File: src/rtl/class_hash_mp.sv
// class_hash_mp: multi-port classifier hash engine.
// Each port hashes a 1..KEY_BEATS beat key (zero-padded to KEY_BEATS beats)
// into CRC-32/CRC-16 derived hashes, with malformed-key flagging and counting.

module class_hash_lane #(
  parameter int BUS_WIDTH     = 128,
  parameter int KEY_BEATS     = 3,
  parameter int HASH_WIDTH    = 13,
  parameter int ERR_CNT_WIDTH = 8
) (
  input  logic                     clk,
  input  logic                     rst_n,
  input  logic                     key_vld,
  input  logic                     key_sop,
  input  logic                     key_eop,
  input  logic [BUS_WIDTH-1:0]     key_data,
  output logic                     key_rdy,
  output logic                     hash_vld,
  input  logic                     hash_rdy,
  output logic [HASH_WIDTH-1:0]    h1k,
  output logic [HASH_WIDTH-1:0]    h2k,
  output logic                     hash_err,
  output logic [ERR_CNT_WIDTH-1:0] err_cnt
);
  localparam int CW = $clog2(KEY_BEATS + 1);
  localparam logic [CW-1:0] KB = CW'(KEY_BEATS);

  typedef enum logic [2:0] {IDLE, ACC, PAD, OUT, DROP} state_t;

  state_t                 state, state_nx;
  logic [CW-1:0]          cnt, cnt_nx, cnt_new;
  logic [31:0]            crc32, c32_base, c32_step;
  logic [15:0]            crc16, c16_base, c16_step;
  logic [BUS_WIDTH-1:0]   beat_d;
  logic                   start, step, load_out, overlong;
  logic [1:0]             err_add;
  logic [ERR_CNT_WIDTH:0] err_sum;

  // One full beat of CRC, MSB of the beat first.
  function automatic logic [31:0] crc32_beat(input logic [31:0] c, input logic [BUS_WIDTH-1:0] d);
    logic [31:0] r;
    r = c;
    for (int i = BUS_WIDTH - 1; i >= 0; i--)
      r = {r[30:0], 1'b0} ^ ((r[31] ^ d[i]) ? 32'h04C1_1DB7 : 32'h0);
    return r;
  endfunction

  function automatic logic [15:0] crc16_beat(input logic [15:0] c, input logic [BUS_WIDTH-1:0] d);
    logic [15:0] r;
    r = c;
    for (int i = BUS_WIDTH - 1; i >= 0; i--)
      r = {r[14:0], 1'b0} ^ ((r[15] ^ d[i]) ? 16'h1021 : 16'h0);
    return r;
  endfunction

  assign key_rdy  = (state == IDLE) || (state == ACC) || (state == DROP);
  assign hash_vld = (state == OUT);

  // Next-state: a sop beat restarts the CRCs from init (start), a
  // continuation or pad beat advances them (step); both share one outcome path.
  always_comb begin
    state_nx = state;
    cnt_nx   = cnt;
    start    = 1'b0;
    step     = 1'b0;
    load_out = 1'b0;
    overlong = 1'b0;
    err_add  = 2'd0;
    beat_d   = key_data;
    case (state)
      IDLE: if (key_vld) begin
        if (key_sop) start = 1'b1;
        else         err_add = 2'd1;       // orphan beat
      end
      ACC: if (key_vld) begin
        if (key_sop) begin start = 1'b1; err_add = 2'd1; end  // abort + restart
        else         step = 1'b1;
      end
      PAD: begin
        beat_d = '0;
        step   = 1'b1;
      end
      OUT: if (hash_rdy) state_nx = hash_err ? DROP : IDLE;
      DROP: if (key_vld) begin
        if (key_sop)      start = 1'b1;
        else if (key_eop) state_nx = IDLE;
      end
      default: state_nx = IDLE;
    endcase

    c32_base = start ? 32'hFFFF_FFFF : crc32;
    c16_base = start ? 16'hFFFF : crc16;
    cnt_new  = start ? CW'(1) : cnt + CW'(1);

    if (start || step) begin
      cnt_nx = cnt_new;
      if (state == PAD) begin
        if (cnt_new == KB) begin state_nx = OUT; load_out = 1'b1; end
      end else if (key_eop) begin
        if (cnt_new < KB) state_nx = PAD;
        else begin state_nx = OUT; load_out = 1'b1; end
      end else if (cnt_new >= KB) begin
        // key ran past KEY_BEATS: emit flagged result, then drop the tail
        state_nx = OUT;
        load_out = 1'b1;
        overlong = 1'b1;
        err_add  = err_add + 2'd1;
      end else begin
        state_nx = ACC;
      end
    end
  end

  assign c32_step = crc32_beat(c32_base, beat_d);
  assign c16_step = crc16_beat(c16_base, beat_d);
  assign err_sum  = {1'b0, err_cnt} + (ERR_CNT_WIDTH + 1)'(err_add);

  // State, CRC accumulators, result register and saturating error counter.
  always_ff @(posedge clk or negedge rst_n) begin
    if (!rst_n) begin
      state    <= IDLE;
      cnt      <= '0;
      crc32    <= '0;
      crc16    <= '0;
      h1k      <= '0;
      h2k      <= '0;
      hash_err <= 1'b0;
      err_cnt  <= '0;
    end else begin
      state <= state_nx;
      cnt   <= cnt_nx;
      if (start || step) begin
        crc32 <= c32_step;
        crc16 <= c16_step;
      end
      if (load_out) begin
        h1k      <= c32_step[HASH_WIDTH-1:0];
        h2k      <= c16_step[HASH_WIDTH-1:0];
        hash_err <= overlong;
      end else if (state == OUT && hash_rdy) begin
        hash_err <= 1'b0;
      end
      err_cnt <= err_sum[ERR_CNT_WIDTH] ? '1 : err_sum[ERR_CNT_WIDTH-1:0];
    end
  end
endmodule

module class_hash_mp #(
  parameter int NUM_PORTS     = 2,
  parameter int BUS_WIDTH     = 128,
  parameter int KEY_BEATS     = 3,
  parameter int HASH_WIDTH    = 13,
  parameter int ERR_CNT_WIDTH = 8
) (
  input  logic                               clk,
  input  logic                               rst_n,
  input  logic [NUM_PORTS-1:0]               key_vld,
  input  logic [NUM_PORTS-1:0]               key_sop,
  input  logic [NUM_PORTS-1:0]               key_eop,
  input  logic [NUM_PORTS*BUS_WIDTH-1:0]     key_data,
  output logic [NUM_PORTS-1:0]               key_rdy,
  output logic [NUM_PORTS-1:0]               hash_vld,
  input  logic [NUM_PORTS-1:0]               hash_rdy,
  output logic [NUM_PORTS*HASH_WIDTH-1:0]    h1k,
  output logic [NUM_PORTS*HASH_WIDTH-1:0]    h2k,
  output logic [NUM_PORTS-1:0]               hash_err,
  output logic [NUM_PORTS*ERR_CNT_WIDTH-1:0] err_cnt
);
  // Fully independent channels, one lane per port.
  for (genvar p = 0; p < NUM_PORTS; p++) begin : g_port
    class_hash_lane #(
      .BUS_WIDTH    (BUS_WIDTH),
      .KEY_BEATS    (KEY_BEATS),
      .HASH_WIDTH   (HASH_WIDTH),
      .ERR_CNT_WIDTH(ERR_CNT_WIDTH)
    ) u_lane (
      .clk     (clk),
      .rst_n   (rst_n),
      .key_vld (key_vld[p]),
      .key_sop (key_sop[p]),
      .key_eop (key_eop[p]),
      .key_data(key_data[p*BUS_WIDTH +: BUS_WIDTH]),
      .key_rdy (key_rdy[p]),
      .hash_vld(hash_vld[p]),
      .hash_rdy(hash_rdy[p]),
      .h1k     (h1k[p*HASH_WIDTH +: HASH_WIDTH]),
      .h2k     (h2k[p*HASH_WIDTH +: HASH_WIDTH]),
      .hash_err(hash_err[p]),
      .err_cnt (err_cnt[p*ERR_CNT_WIDTH +: ERR_CNT_WIDTH])
    );
  end
endmodule

File: config.mk
export PLATFORM = sky130hd
export DESIGN_NAME = class_hash_mp
export DESIGN_NICKNAME = d
export VERILOG_FILES = /design/src/rtl/class_hash_mp.sv
export SDC_FILE = /design/constraint.sdc
export NUM_CORES = 2
export LEC_CHECK = 0
export BUFFER_PORTS_ARGS = -buffer_cell sky130_fd_sc_hd__buf_4
export CAP_MARGIN = 20
export CORE_UTILIZATION = 65
export CTS_BUF_LIST = sky130_fd_sc_hd__clkbuf_4 sky130_fd_sc_hd__clkbuf_8
export DETAILED_ROUTE_END_ITERATION = 8
export GPL_ROUTABILITY_DRIVEN = 0
export PLACE_DENSITY = 0.84
export SYNTH_ARGS = -nofsm -noshare
export SYNTH_HDL_FRONTEND = slang
export SYNTH_HIERARCHICAL = 1
export SYNTH_SLANG_ARGS = --single-unit
File: constraint.sdc
create_clock -name clk -period 14.85 [get_ports clk]
set_input_delay 2.97 -clock clk [delete_from_list [all_inputs] [get_ports clk]]
set_output_delay 2.97 -clock clk [all_outputs]
set_load 0.01 [all_outputs]
==> Word-level counts from Yosys, hierarchy flattened <==
Index checks and enable logic that the tools add are counted.
{ "totals": {"register_bits": 176, "latch_bits": 0, "ramBits": 0, "rom_bits": 0, "input_bits": 266, "output_inout_bits": 74, "word_cells": 1674, "mem_count": 0} }
{ "op_classes": {"addsub": 6, "n_mul": 0, "div": 0, "order_cmp": 4, "n_eq_ne": 10, "n_shift": 0, "muxes": 598, "bitwise_logic": 1024, "reduce_logical": 16} }
{ "op_table": {"columns": ["cell", "count"], "rows": [
  ["$xor A32 B32 Y32", 256],
  ["$mux W27", 256],
  ["$xor A16 B16 Y16", 256],
  ["$mux W13", 256],
  ["$xor A1 B1 Y1", 512],
  ["$mux W128", 2],
  ["$mux W32", 2],
  ["$mux W3", 18],
  ["$mux W1", 38],
  ["$mux W16", 2],
  ["$mux W2", 16],
  ["$add A8 B2 Y9", 2],
  ["$pmux W3 S3", 2],
  ["$mux W8", 2],
  ["$eq A3 B2 Y1 const B", 4],
  ["$reduce_or A3 Y1", 4],
  ["$add A2 B1 Y2 const B", 4],
  ["$pmux W2 S2", 2],
  ["$eq A3 B1 Y1 const B", 2],
  ["$eq A3 B3 Y1 const B", 2],
  ["$logic_not A3 Y1", 2],
  ["$logic_or A1 B1 Y1", 6],
  ["$eq A2 B2 Y1 const B", 2],
  ["$ge A2 B2 Y1 const B", 2],
  ["4 further kinds", 8]
]} }

==> Longest topological paths before layout <==
{ "depth": {"word_depth": 388, "mapped_depth": 36, "depth_no_buf": 27} }

==> Modules after synthesis <==
The synthesis kept the hierarchy.
{ "by_module_without_submodules": {"columns": ["module", "n_inst", "cells_each", "area_each_um2", "seq_area_each_um2"], "rows": [
  ["class_hash_lane (g_port[1].u_lane)", 1, 2321, 26776.9, 2202.1],
  ["class_hash_lane (g_port[0].u_lane)", 1, 2324, 26509.2, 2202.1]
]} }

==> Worst setup path before layout <==
No wires, ideal clock.
{ "synth_path": {"path_kind": "input -> register", "start": "input port key_data[127]", "end": "register g_port[0].u_lane.crc32[24]", "setup_time_ns": 0.077, "arrival_time_ns": 13.332, "required_time_ns": 14.773, "path_slack_ns": 1.442, "cell_stages": 28, "path_buffers": 1, "path_cell_list": "buf_4 xnor2_2 xnor3_1 nor2_1 xor2_1 xnor3_1 xnor3_2 xnor2_2 xnor3_1 xnor3_1 xnor3_2 xnor3_2 xnor2_2 xor3_1 xnor2_4 xor2_4 xnor3_1 xor3_1 xnor3_1 xor3_2 xnor2_4 xnor3_1 xnor3_2 xor2_2 xor3_4 xnor2_1 xnor3_1 o21ai_1"} }
{ "synth_via": {"elab_chain_len": 173, "word_cells_on_any_way": 347, "classes_between": "mux (110); bitwise (237)"} }
{ "synth_rtl": {"columns": ["element", "line_no", "source"], "rows": [
  ["from (decl)", "160", "input logic [NUM_PORTS*BUS_WIDTH-1:0] key_data,"],
  ["$mux W128 (*)", "70", "case (state)"],
  ["$xor A1 B1 Y1 (*)", "44", "r = {r[30:0], 1'b0} ^ ((r[31] ^ d[i]) ? 32'h04C1_1DB7 : 32'h0);"],
  ["$mux W27 (*)", "44", null],
  ["$xor A32 B32 Y32 (*) (6 in a row)", "44", null],
  ["$xor A1 B1 Y1", "44", null],
  ["$mux W27", "44", null],
  ["$xor A32 B32 Y32 (*) (6 in a row)", "44", null],
  ["$xor A1 B1 Y1", "44", null],
  ["(+136 left out)", null, null],
  ["$mux W27", "44", null],
  ["$xor A32 B32 Y32 (*) (6 in a row)", "44", null],
  ["$xor A1 B1 Y1", "44", null],
  ["$mux W27", "44", null],
  ["$xor A32 B32 Y32 (*) (6 in a row)", "44", null],
  ["$xor A1 B1 Y1", "44", null],
  ["$mux W27", "44", null],
  ["$xor A32 B32 Y32 (*) (2 in a row)", "44", null],
  ["to (signal assigned)", "133", "crc32 <= c32_step;"],
  ["to (decl)", "32", "logic [31:0] crc32, c32_base, c32_step;"]
]} }
Mark *: on every way between the ends. The rest lies on a longest branch, timed or not.
A chain may end at the register's enable or synchronous reset.

==> Worst setup path in the final report <==
{ "layout_path": {"start": "input port key_data[253]", "end": "register g_port[1].u_lane.crc32[10]"} }
{ "layout_via": {"elab_chain_len": 169, "word_cells_on_any_way": 349, "classes_between": "mux (112); bitwise (237)"} }
{ "layout_rtl": {"columns": ["element", "line_no"], "rows": [
  ["$mux W128 (*)", "70"],
  ["$xor A1 B1 Y1 (*)", "44"],
  ["$mux W27 (*)", "44"],
  ["$xor A32 B32 Y32 (*) (6 in a row)", "44"],
  ["$xor A1 B1 Y1 or $xor A32 B32 Y32 (tied branches)", "44"],
  ["$mux W27 or $xor A32 B32 Y32 (tied branches)", "44"],
  ["$xor A32 B32 Y32 (*) (6 in a row)", "44"],
  ["$xor A1 B1 Y1 or $xor A32 B32 Y32 (tied branches)", "44"],
  ["(+128 left out)", null],
  ["$mux W27 or $xor A32 B32 Y32 (tied branches)", "44"],
  ["$xor A32 B32 Y32 (*) (6 in a row)", "44"],
  ["$xor A1 B1 Y1 or $xor A32 B32 Y32 (tied branches)", "44"],
  ["$mux W27 or $xor A32 B32 Y32 (tied branches)", "44"],
  ["$xor A32 B32 Y32 (*) (6 in a row)", "44"],
  ["$xor A1 B1 Y1 or $xor A32 B32 Y32 (tied branches)", "44"],
  ["$mux W27 or $xor A32 B32 Y32 (tied branches)", "44"],
  ["$xor A32 B32 Y32 (*) (6 in a row)", "44"],
  ["to (signal assigned)", "133"],
  ["to (decl)", "32"]
]} }
Marks and branches as above.

==> results <==
- The final hold violation count was 0.
- The startpoint identified for the worst register-to-register timing path is g_port[1].u_lane/state[1].
- The net count of the mapped netlist is 4,919.
- Counting every instance in the synthesized netlist gives 4,645.
- Counting every sink on the clock net gives 176.
- After synthesis, the share of flip-flops with an asynchronous set or reset is 1.00.
- The die is 288 µm tall.
- For this run, the slowest stage of the critical path takes 640 ps.
- The residual antenna-violating net count after detailed routing is 0.
- The average via count per standard cell is 5.92.
- The number of DRC violations after detailed routing is 42.
- The initial utilization of the core area, before any placement, comes to 0.659.
- In the final routed layout, each cell accounts on average for 26.7 µm.
- For the finished layout, the period the worst path requires is 14,580 ps.
- The checks that failed: design-rule violations.
- The number of global-route vias before repair is 36,600.
- The standard cell with the maximum stage delay on the critical path is xnor2_1.
- The worst endpoint data arrival time is 14,900 ps.
- From synthesis to final layout, the design area changed by 9.13%.
- The CTS clock-pin slew for the worst setup and hold paths is 100 ps.
- The die is 288 µm wide.
- The startpoint of the most critical setup path is key_data[253].
- The detailed router placed 36,000 vias in this run.
- The deepest clock path buffer count is 2.
- The share of the Yosys chip area taken by registers is 0.0827.
- The worst path meets setup with 273 ps of slack.
- The area of the mapped netlist is 0.0533 mm².
- Dividing the final minimum period by the clock period gives 0.982.
- The post-DP HPWL is 139 mm.
- The multi-input combinational cells in the finished layout cover a total of 0.0482 mm².
- Among all flip-flop cells after synthesis, the most frequent one is dfrtp_1.
- The total CTS buffers is 17.
- The worst slack at placement is 14.8 ps.
- The startpoint class of the critical path is an input pin.
- CTS built an H-tree with a depth of 4.
- In this run the worst hold path is classified as flop to flop.
- The data required time of the worst path is 15,170 ps.
- The number of warnings reported in the yosys synthesis log is 6.
- Entering global routing, the biggest net connects 86 pins.
- The flow ran to the end, but the final reports show violations.
- Summed over all layers, the routed wires come to 163 mm.
- The I/O pin total is 340.
- Setup violations remaining at the end of the flow were counted as 0.
- The global-route total usage across every layer is 0.391.
- At the pin with the least slew margin, the transition time is 1050 ps.
- The length in cells of the worst reg-to-reg path is 29.
- Counting buffers and inverters, the worst setup path is 29 cells deep.
- In this run the register-to-register setup slack is 1890 ps.
- The source of the worst hold timing path is g_port[0].u_lane/crc16[1].
- The fraction of met1 tracks used by global routing is 0.486.
- The kind of end point of the critical path is a flop.
- The clock network latency to the later pin of the worst-skew pair is 480 ps.
- In this run, synthesis inferred 0 flip-flops with an integrated enable.
- The area share of the leading cell type in the synthesized netlist is 0.303.
- Post-CTS timing repair inserted 0 buffers for setup.
- After synthesis, the netlist uses 59 different library cells.
- The total area of sequential cells is 0.00440 mm².
- The achievable frequency is 68.6 MHz.
- The total placed instance area is 0.0577 mm².
- The most used cell along the critical path is xnor3_1.
- After synthesis, the cell types taking the most area are xnor3_1 (30%), xnor2_1 (27%), xor2_1 (9.5%).
- The total non-filler cell area in the finished layout is 0.0582 mm².
- The total of buffers placed on input and output ports is 339.
- The count of pins over their slew limit is 0.
- The average size of a mapped cell is 11.5 µm².
- The initial DRC count is 3,991.
- The kind of cell with the highest combined delay along the critical path is XOR/XNOR gates.
- The wire length of the first global-routing pass is 237 mm.
- After synthesis the netlist holds a flip-flop and latch count of 176.
- The global-route track usage on met2 is 0.645.
- The global-route congestion overflow total is 0.
- The share of cells above drive strength 1 is 0.161.
- The worst setup path endpoint is g_port[1].u_lane/crc32[10].
- The critical path is of the input pin to flop type.
- The capture point of the worst reg-to-reg path is g_port[1].u_lane/crc32[10].
- The tool flagged a number of max-cap violations equal to 0.
- After floorplanning, the core was divided into 104 placement rows.
- In this run the worst path has a maximum fanout of 12.
- The number of buffers and inverters on the critical path is 2.
- The worst hold-check slack is 484 ps.
- The cell sitting at the root of the clock tree is a clkbuf_8.
- The cell type contributing the most total cell area after synthesis is xnor3_1.
- In this run, post-CTS hold repair placed 0 buffers.
- The area of the placeable core is 0.0808 mm².
- The post-cts repair resize count is 0.
- After the last flow step, the layout net total stands at 5,278.
- The CTS tree is yes.
- The most congested layer reported by global routing is met2.
- On the final layout, the worst clock skew is 14.3 ps.
- Setup repair after global routing left no endpoint under its margin.
- Fill cells in the final layout number 5,632.
- The routing usage on met3 is 0.0753.
- The floorplan die area is 0.0831 mm².
- Measured against its own limit, the worst slew margin works out to 0.293.
- After routing, the total negative slack on setup checks comes to 0 ps.
- The initial antenna violation count is 15.
- The first TritonRoute pass finished after 9 iterations.
-- metal layers --
metal,part of all wire,wire [µm]
met1,0.37,59800
met2,0.47,76800
met3,0.093,15100
met4,0.066,10800
met5,0.00084,136
-- layout make-up --
class / count / share of cell area
Timing Repair Buffer: 497 / 0.0644
Multi-Input combinational cell: 4302 / 0.828
Inverter: 10 / 0.000645
Tap cell: 1060 / 0.0228
Antenna cell: 8 / 0.000344
Sequential cell: 176 / 0.0757
Clock buffer: 18 / 0.00426
Clock inverter: 14 / 0.00334
-- flip-flops by register name (all words and copies together) (netlist names) --
name	flops
g_port.u_lane/h2k	26
g_port.u_lane/hash_err	2
g_port.u_lane/state	6
g_port.u_lane/crc32	64
g_port.u_lane/err_cnt	16
g_port.u_lane/cnt	4
g_port.u_lane/crc16	32
g_port.u_lane/h1k	26
-- cell usage after synthesis, types with 40 or more instances --
| library cell | number |
|---|---|
| xor2_1 | 576 |
| xnor3_2 | 57 |
| clkbuf_1 | 75 |
| buf_2 | 40 |
| nand2_1 | 450 |
| xor3_1 | 123 |
| nor2_1 | 249 |
| xor2_2 | 42 |
| xnor2_1 | 1670 |
| dfrtp_1 | 176 |
| o21ai_0 | 78 |
| xnor3_1 | 717 |
| xnor2_2 | 99 |
| a21oi_1 | 49 |
-- how the worst min path moves through the flow --
stage | cells past startpoint | slack (ps) | endpoint
after global placement | 2 | 450 | g_port[0].u_lane/crc16[1]
final | 2 | 480 | g_port[0].u_lane/crc16[1]
after detailed placement | 2 | 470 | g_port[0].u_lane/crc32[1]
after CTS | 2 | 490 | g_port[0].u_lane/crc16[1]
after global routing | 1 | 520 | g_port[0].u_lane/cnt[0]
after floorplan | 2 | 440 | g_port[0].u_lane/crc16[1]
-- worst reg2reg max path, delay by kind of cell (launching register included) --
kind	cells	cell delay, ps
AOI/OAI and AO/OA	1	110
buffers and inverters	3	1250
and+or+nand+nor	2	500
DFF	1	590
xor gates and xnor gates	23	10350
-- placed cells by master, fill, tap and decap left out, drive strengths merged, types with 7 or more instances in the layout --
cell    instances
xnor2        1789
xnor3         776
xor2          630
buf           497
nand2         450
nor2          253
dfrtp         176
xor3          143
o21ai         101
a21oi          49
clkbuf         18
inv            18
and2           14
mux2           13
nand3          10
diode           8
nor2b           8
nor3            7
-- stage by stage --
step	utilization	std cells
floorplan	-	4645
global placement	0.714	6044
detailed placement	0.714	6044
CTS	0.719	6076
global route	0.719	6078
finish	0.720	6085
-- logic make-up (layout without fill, tap and decap cells) --
| group | Yosys count | count (layout) | synth area share |
|---|---|---|---|
| compound gates | 175 | 175 | 0.0177 |
| xor+xnor | 3338 | 3338 | 0.823 |
| fa+ha+maj | 8 | 8 | 0.00216 |
| buf+inv | 167 | 539 | 0.0143 |
| flops | 176 | 176 | 0.0827 |
| mux | 18 | 18 | 0.00369 |
| other cells | 0 | 8 | 0 |
| simple gates | 763 | 763 | 0.0569 |
Power is left out: the tool's default activity adds up to more than one toggle a clock period on the data nets, which glitch-free logic cannot reach.
